$ cat config.mk
export PLATFORM = sky130hd
export DESIGN_NAME = pad_input_conditioner
export DESIGN_NICKNAME = d
export VERILOG_FILES = /design/src/rtl/pad_input_conditioner.sv
export SDC_FILE = /design/constraint.sdc
export NUM_CORES = 1
export LEC_CHECK = 0
export BUFFER_PORTS_ARGS = -buffer_cell sky130_fd_sc_hd__buf_2
export CAP_MARGIN = 20
export CELL_PAD_IN_SITES_DETAIL_PLACEMENT = 0
export CELL_PAD_IN_SITES_GLOBAL_PLACEMENT = 1
export CORE_UTILIZATION = 30
export DETAILED_ROUTE_END_ITERATION = 7
export PLACE_DENSITY_LB_ADDON = 0.1
export SETUP_SLACK_MARGIN = 0.5
export SYNTH_ARGS = -nofsm -noshare
export SYNTH_HDL_FRONTEND = slang
export SYNTH_SLANG_ARGS = --single-unit
$ cat constraint.sdc
create_clock -name clk_i -period 2.05 [get_ports clk_i]
set_input_delay 0.41 -clock clk_i [delete_from_list [all_inputs] [get_ports clk_i]]
set_output_delay 0.41 -clock clk_i [all_outputs]
set_load 0.1 [all_outputs]
$ cat src/rtl/pad_input_conditioner.sv
`default_nettype none
// ============================================================================
// Module      : pad_input_conditioner
// Description : Conditions the raw pad inputs before the GPIO, JTAG and SPI
//               logic sees them. Each GPIO bit goes through a 2-flop
//               synchroniser, an optional glitch filter and a rise/fall
//               event detector. The strap pads are captured once, a fixed
//               number of edges after reset is released.
// Revision    : 1.0 - initial release
// ============================================================================
module pad_input_conditioner #(
    parameter int NUM_GPIO      = 16,
    parameter int FILTER_CYCLES = 4,
    parameter int STRAP_DELAY   = 8
) (
    input  logic                clk_i,
    input  logic                rst_i,
    input  logic [NUM_GPIO-1:0] gpio_pad_i,
    input  logic [NUM_GPIO-1:0] filter_en_i,
    input  logic [1:0]          strap_pad_i,
    output logic [NUM_GPIO-1:0] gpio_o,
    output logic [NUM_GPIO-1:0] gpio_rise_o,
    output logic [NUM_GPIO-1:0] gpio_fall_o,
    output logic                jtag_spi_n_o,
    output logic                boot_strap_o,
    output logic                strap_valid_o
);

    localparam int FCW = $clog2(FILTER_CYCLES) + 1;
    localparam int SCW = $clog2(STRAP_DELAY) + 1;
    localparam logic [FCW-1:0] FILT_LAST  = FCW'(FILTER_CYCLES - 1);
    localparam logic [SCW-1:0] STRAP_LAST = SCW'(STRAP_DELAY - 1);

    typedef enum logic [0:0] {
        ST_WAIT   = 1'b0,
        ST_LOCKED = 1'b1
    } strap_state_e;

    logic [NUM_GPIO-1:0] gpio_s1_q, gpio_s2_q;
    logic [1:0]          strap_s1_q, strap_s2_q;
    logic [NUM_GPIO-1:0] gpio_q, gpio_d;
    logic [NUM_GPIO-1:0] rise_q, fall_q;

    strap_state_e        state_q, state_d;
    logic [SCW-1:0]      scnt_q, scnt_d;
    logic                jtag_q, jtag_d;
    logic                boot_q, boot_d;
    logic                valid_q, valid_d;

    // Two-flop synchronisers for every asynchronous pad input
    always_ff @(posedge clk_i) begin
        if (rst_i) begin
            gpio_s1_q  <= '0;
            gpio_s2_q  <= '0;
            strap_s1_q <= '0;
            strap_s2_q <= '0;
        end else begin
            gpio_s1_q  <= gpio_pad_i;
            gpio_s2_q  <= gpio_s1_q;
            strap_s1_q <= strap_pad_i;
            strap_s2_q <= strap_s1_q;
        end
    end

    // Per-bit glitch filter: a change is accepted only after the synchronised
    // value has disagreed with the output for FILTER_CYCLES consecutive edges
    for (genvar i = 0; i < NUM_GPIO; i++) begin : g_bit
        logic [FCW-1:0] cnt_q, cnt_d;
        logic           bit_d;

        // Next-state for this bit's output level and disagreement counter
        always_comb begin
            bit_d = gpio_q[i];
            cnt_d = '0;
            if (!filter_en_i[i]) begin
                bit_d = gpio_s2_q[i];
            end else if (gpio_s2_q[i] != gpio_q[i]) begin
                if (cnt_q == FILT_LAST) begin
                    bit_d = gpio_s2_q[i];
                end else begin
                    cnt_d = cnt_q + 1'b1;
                end
            end
        end

        // Disagreement counter register
        always_ff @(posedge clk_i) begin
            if (rst_i) begin
                cnt_q <= '0;
            end else begin
                cnt_q <= cnt_d;
            end
        end

        assign gpio_d[i] = bit_d;
    end

    // Conditioned level plus edge pulses, aligned with the first cycle the new level is visible
    always_ff @(posedge clk_i) begin
        if (rst_i) begin
            gpio_q <= '0;
            rise_q <= '0;
            fall_q <= '0;
        end else begin
            gpio_q <= gpio_d;
            rise_q <= gpio_d & ~gpio_q;
            fall_q <= ~gpio_d & gpio_q;
        end
    end

    // Strap FSM next-state: count edges after reset, capture once, then hold
    always_comb begin
        state_d = state_q;
        scnt_d  = scnt_q;
        jtag_d  = jtag_q;
        boot_d  = boot_q;
        valid_d = valid_q;
        case (state_q)
            ST_WAIT: begin
                if (scnt_q == STRAP_LAST) begin
                    jtag_d  = strap_s2_q[0];
                    boot_d  = strap_s2_q[1];
                    valid_d = 1'b1;
                    state_d = ST_LOCKED;
                end else begin
                    scnt_d = scnt_q + 1'b1;
                end
            end
            ST_LOCKED: begin
                state_d = ST_LOCKED;
            end
            default: begin
                state_d = ST_WAIT;
                scnt_d  = '0;
            end
        endcase
    end

    // Strap FSM registers
    always_ff @(posedge clk_i) begin
        if (rst_i) begin
            state_q <= ST_WAIT;
            scnt_q  <= '0;
            jtag_q  <= 1'b0;
            boot_q  <= 1'b0;
            valid_q <= 1'b0;
        end else begin
            state_q <= state_d;
            scnt_q  <= scnt_d;
            jtag_q  <= jtag_d;
            boot_q  <= boot_d;
            valid_q <= valid_d;
        end
    end

    assign gpio_o        = gpio_q;
    assign gpio_rise_o   = rise_q;
    assign gpio_fall_o   = fall_q;
    assign jtag_spi_n_o  = jtag_q;
    assign boot_strap_o  = boot_q;
    assign strap_valid_o = valid_q;

endmodule
`default_nettype wire
* Word level (Yosys, flattened, before mapping) *
Cells that the tools add are included.

word-level totals
  register bits after elaboration = 140
  latch bits = 0
  bits in writable memories = 0
  ROM bits = 0
  output and inout port bits = 51
  logic and storage cells = 184
  memories = 0

cells by class
  $add $sub $neg = 17
  $mul = 0
  divide/modulo/power cells = 0
  $lt $le $gt $ge = 0
  eq/ne operators = 33
  shift-type cells = 0
  muxes and demuxes = 50
  bitwise operators = 38
  reduce and logical (&&, ||, !) cells = 18

operator list
  operator                                                                number
  4-bit OR reduction                                                      16
  1-bit 2-to-1 mux                                                        49
  3-bit by 1-bit adder with 3-bit output (second input constant)          16
  3-bit by 2-bit equality test with 1-bit output (second input constant)  16
  1-bit NOT                                                               34
  16-bit AND                                                              2
  16-bit NOT                                                              2
  1-bit inequality test                                                   16
  4-bit by 1-bit adder with 4-bit output (second input constant)          1
  4-bit by 3-bit equality test with 1-bit output (second input constant)  1
  2-bit AND reduction                                                     2
  1-bit case mux with 2 select lines                                      1

* Logic depth before layout (Yosys ltp) *
  depth in word-level cells = 6
  depth in mapped cells = 5
  gate-level depth less buffers = 5

* Worst setup path after synthesis *
OpenSTA, ideal clock, no wires.

  path type = flip-flop to flip-flop
  from = register gpio_q[0], in the netlist gpio_o[0]
  to = register g_bit[0].cnt_q[0]
  library setup time = 0.065 ns
  data arrival time = 1.594 ns
  data required time = 1.985 ns
  slack = 0.391 ns
  stages on the path, launching flop included = 4
  path buffers = 0
  period minus slack after synthesis = 1.659 ns
  cells stage by stage = dfxtp_1 > xnor2_1 > or3_1 > nor2_1

on the way
  cells in the longest elaborated chain, start to end = 3

ends and longest elaborated chain
  item                                 line  RTL
  from (decl)                          41    logic [NUM_GPIO-1:0] gpio_q, gpio_d;
  from (signal assigned)               105   gpio_q <= gpio_d;
  1-bit inequality test                77    end else if (gpio_s2_q[i] != gpio_q[i]) begin
  1-bit NOT (no source line)           -
  4-bit OR reduction (no source line)  -
  to (signal assigned)                 91    cnt_q <= cnt_d;
  to (decl)                            68    logic [FCW-1:0] cnt_q, cnt_d;

No other way between the ends.
A chain may end at the register's enable or synchronous reset.

* Final worst setup path *
  from = register gpio_q[0], in the netlist gpio_o[0]
  to = output gpio_o[0]

RTL lines
  item       line  RTL
  to (decl)  21    output logic [NUM_GPIO-1:0] gpio_o,

No word-level cell between the ends.

==> out/qor.log <==
[status] outcome finished, final reports clean
[floorplanning] Die X 128 um
[clock_tree] TritonCTS Sinks 140
[pwr] power density of the placed cells 1030 mW/mm^2
[routing] number of routed nets with antenna violations 0
[clock_tree] CTS Hold Bufs 0
[floorplanning] number of top-level pins 87
[yosys] proportion of synthesized chip area in sequential cells 58.9%
[final_layout] Antenna Diode Count 0
[critical_path] Data required, critical path 1.64 ns
[timing] worst setup margin 0.560 ns
[clock_tree] Clk pin slew, worst setup/hold paths 0.06 ns
[routing] detailed-route via count 3,126
[routing] Post-Route WL 7610 um
[timing] Period minus WS final 1.49 ns
[clock_tree] clock latency on the worst-skew pair 0.41 ns
[floorplanning] core footprint 0.0153 sq mm
[placed_design] HPWL Detailed 5320 um
[yosys] net count after synthesis 522
[critical_path] CP startpoint kind flip-flop
[placed_design] post-place instance area 0.00548 sq mm
[yosys] count of distinct cell types in the synthesized netlist 21
[placed_design] Cell Count Post-Placement 744
[floorplanning] vertical die dimension 128 um
[min_path] worst min path class in -> reg
[timing] worst hold slack after final layout 0.202 ns
[yosys] total of warnings raised by yosys 0
[routing] via-per-instance ratio 4.03
[timing] number of setup violations in the final report 0
[clock_tree] maximum clock insertion buffer count 2
[critical_path] maximum single-stage delay on the critical path 0.37 ns
[global_routing] via count of the first global-routing pass 2,933
[final_layout] final cell count without fillers 776
[final_layout] Total Nets Final 621
[critical_path] Worst Reg-to-Reg Cells 4
[pwr] leakage power 2.77 nW
[final_layout] final instance area 0.00626 sq mm
[timing] total negative setup slack 0 ns
[critical_path] cell family contributing the most delay on the critical path flip-flops
[global_routing] global-route usage over all layers 10.4%
[clock_tree] level count of the clock H-tree 4
[timing] FMAX 671 MHz
[timing] transition time of the tightest slew-check pin 0.283 ns
[critical_path] kind of capture point of the worst setup path output pin
[run] MaxCap Viol Count 0
[final_layout] final core area utilization 40.9%
[routing] DRC Markers 0
[critical_path] cells along the critical path buf_4
[critical_path] highest-delay cell along the critical path sky130_fd_sc_hd__dfxtp_2
[critical_path] crit-path max FO 5
[floorplanning] starting density of the core 31.1%
[global_routing] largest net degree at the start of global routing 40
[pwr] overall power 6.48 mW
[timing] fraction of the cycle the final worst path needs 72.7%
[global_routing] wire length of the first global-routing pass 13,100 um
[floorplanning] die outline area 0.0164 sq mm
[min_path] worst hold path stage count 2
[final_layout] ratio of cells with drive above 1 in the final layout 25.5%
[floorplanning] row count 45
[clock_tree] clock tree from TritonCTS yes
[critical_path] buffers and inverters on the worst path 1
[timing] setup skew after layout 0.00482 ns
[yosys] synthesized area divided by synthesized cell count 10.5 sq um
[routing] drt initial violations 98
[routing] drt wl/cell 9.81 um
[timing] unrepaired setup endpoints after global routing false
[timing] relative slew slack 81.3%
[yosys] synthesized instance count 453
[critical_path] critical setup path kind reg -> out
[timing] Hold Violations, Final 0
[global_routing] global-route congestion overflow total 0
[timing] Final Max Slew Viols 0
[clock_tree] Clock Root Buffer sky130_fd_sc_hd__clkbuf_16
[placed_design] post-placement setup slack 0.619 ns
[placed_design] count of buffers inserted at the top-level ports 86
[placed_design] routability cong. 0.696
[global_routing] number of antenna violations at the first check in global routing 0
[clock_tree] Num CTS Buffers 17
[yosys] register bit total from synthesis 140
[yosys] Mapped Area 0.00476 sq mm
[critical_path] Worst EP arrival 1.08 ns
[pwr] Worst VDD drop 0.516 mV
[critical_path] Critical Path Stages 1
[final_layout] layout overhead on the synthesized area 31.6%
[routing] Pre-Repair DR Iteration Count 4
placed cells by master (no fill, tap or decap), types with 2 or more instances in the layout:
cell type	netlist	routed
sky130_fd_sc_hd__clkinv_4	0	2
sky130_fd_sc_hd__mux2i_1	19	19
sky130_fd_sc_hd__nor2_1	87	87
sky130_fd_sc_hd__or3_1	17	17
sky130_fd_sc_hd__dfxtp_1	140	124
sky130_fd_sc_hd__clkbuf_8	0	3
sky130_fd_sc_hd__buf_6	0	2
sky130_fd_sc_hd__inv_1	33	33
sky130_fd_sc_hd__clkinvlp_4	0	4
sky130_fd_sc_hd__bufinv_16	0	4
sky130_fd_sc_hd__nor3_1	17	17
sky130_fd_sc_hd__clkbuf_16	0	17
sky130_fd_sc_hd__and3_1	16	16
sky130_fd_sc_hd__buf_4	0	55
sky130_fd_sc_hd__nand2b_1	18	18
sky130_fd_sc_hd__dfxtp_2	0	16
sky130_fd_sc_hd__nor2b_1	37	37
sky130_fd_sc_hd__ha_1	33	33
sky130_fd_sc_hd__inv_6	0	2
sky130_fd_sc_hd__xnor2_1	16	16
sky130_fd_sc_hd__buf_2	11	34
where the power goes:
part | switching [mW] | total, mW | internal, mW
Combinational | 0.235 | 0.359 | 0.124
Sequential | 0.0375 | 2.83 | 2.79
Clock | 1.15 | 3.29 | 2.14
Total | 1.42 | 6.48 | 5.06
cells by family (layout without fill, tap and decap cells):
| family | after synthesis | after routing | share of synthesized area [%] |
|---|---|---|---|
| AND/OR/NAND/NOR | 197 | 197 | 21.1 |
| flip-flops | 140 | 140 | 58.9 |
| buffers and inverters | 45 | 157 | 3.84 |
| adder cells (fa/ha/maj) | 33 | 33 | 8.68 |
| multiplexers | 20 | 20 | 4.23 |
| XOR/XNOR | 16 | 16 | 2.94 |
| AO/OA/AOI/OAI | 2 | 2 | 0.289 |
area by class of cell:
type	count	area (sq um)
clock buffers	20	467
multi-input cells	268	1770
flip-flops and latches	140	2820
repair buffers	92	626
well taps	211	264
clock inverters	12	185
fillers	1521	9050
inverters	33	124
cell usage after synthesis, drive strengths merged:
library cell  count  area share, %
a21oi             2           0.29
and3             16            2.1
and3b             1           0.18
and4              1           0.21
and4bb            1           0.26
buf              11            1.2
clkbuf            1          0.079
dfxtp           140             59
ha               33            8.7
inv              33            2.6
mux2              1           0.24
mux2i            19            4.0
nand2             1          0.079
nand2b           18            2.4
nand4b            1           0.18
nor2             87            6.9
nor2b            37            4.9
nor3             17            1.8
or3              17            2.2
xnor2            16            2.9
what timing repair did:
action / in CTS / in global routing
endpoints found under the setup margin: 51 / 2
cloned: 0 / 0
gates resized for setup: 51 / 2
setup buffers: 0 / 0
routing by layer:
layer	part of all wire [%]	up-vias	track usage, %
met5	0	-	0
met4	2.3	0	6.85
met3	5.5	14	4.01
met2	44	67	16.0
met1	48	1389	12.0
li1	-	1656	-
worst paths after layout:
check | start | endpoint | slack, ns
max | gpio_o[0]$_SDFF_PP0_ | gpio_o[0] | 0.56
min | gpio_pad_i[14] | gpio_s1_q[14]$_SDFF_PP0_ | 0.20
max reg2reg | scnt_q[0]$_SDFFE_PP0P_ | scnt_q[0]$_SDFFE_PP0P_ | 0.61
min reg2reg | g_bit[0].cnt_q[0]$_SDFF_PP0_ | g_bit[0].cnt_q[0]$_SDFF_PP0_ | 0.42
registers in the layout, summed over array words and instances (netlist names):
| name | cells |
|---|---|
| gpio_o | 16 |
| strap_valid_o | 1 |
| strap_s1_q | 2 |
| gpio_rise_o | 16 |
| jtag_spi_n_o | 1 |
| scnt_q | 4 |
| strap_s2_q | 2 |
| state_q | 1 |
| gpio_fall_o | 16 |
| g_bit.cnt_q | 48 |
| gpio_s2_q | 16 |
| boot_strap_o | 1 |
| gpio_s1_q | 16 |
(Power assumes the default switching activity.)
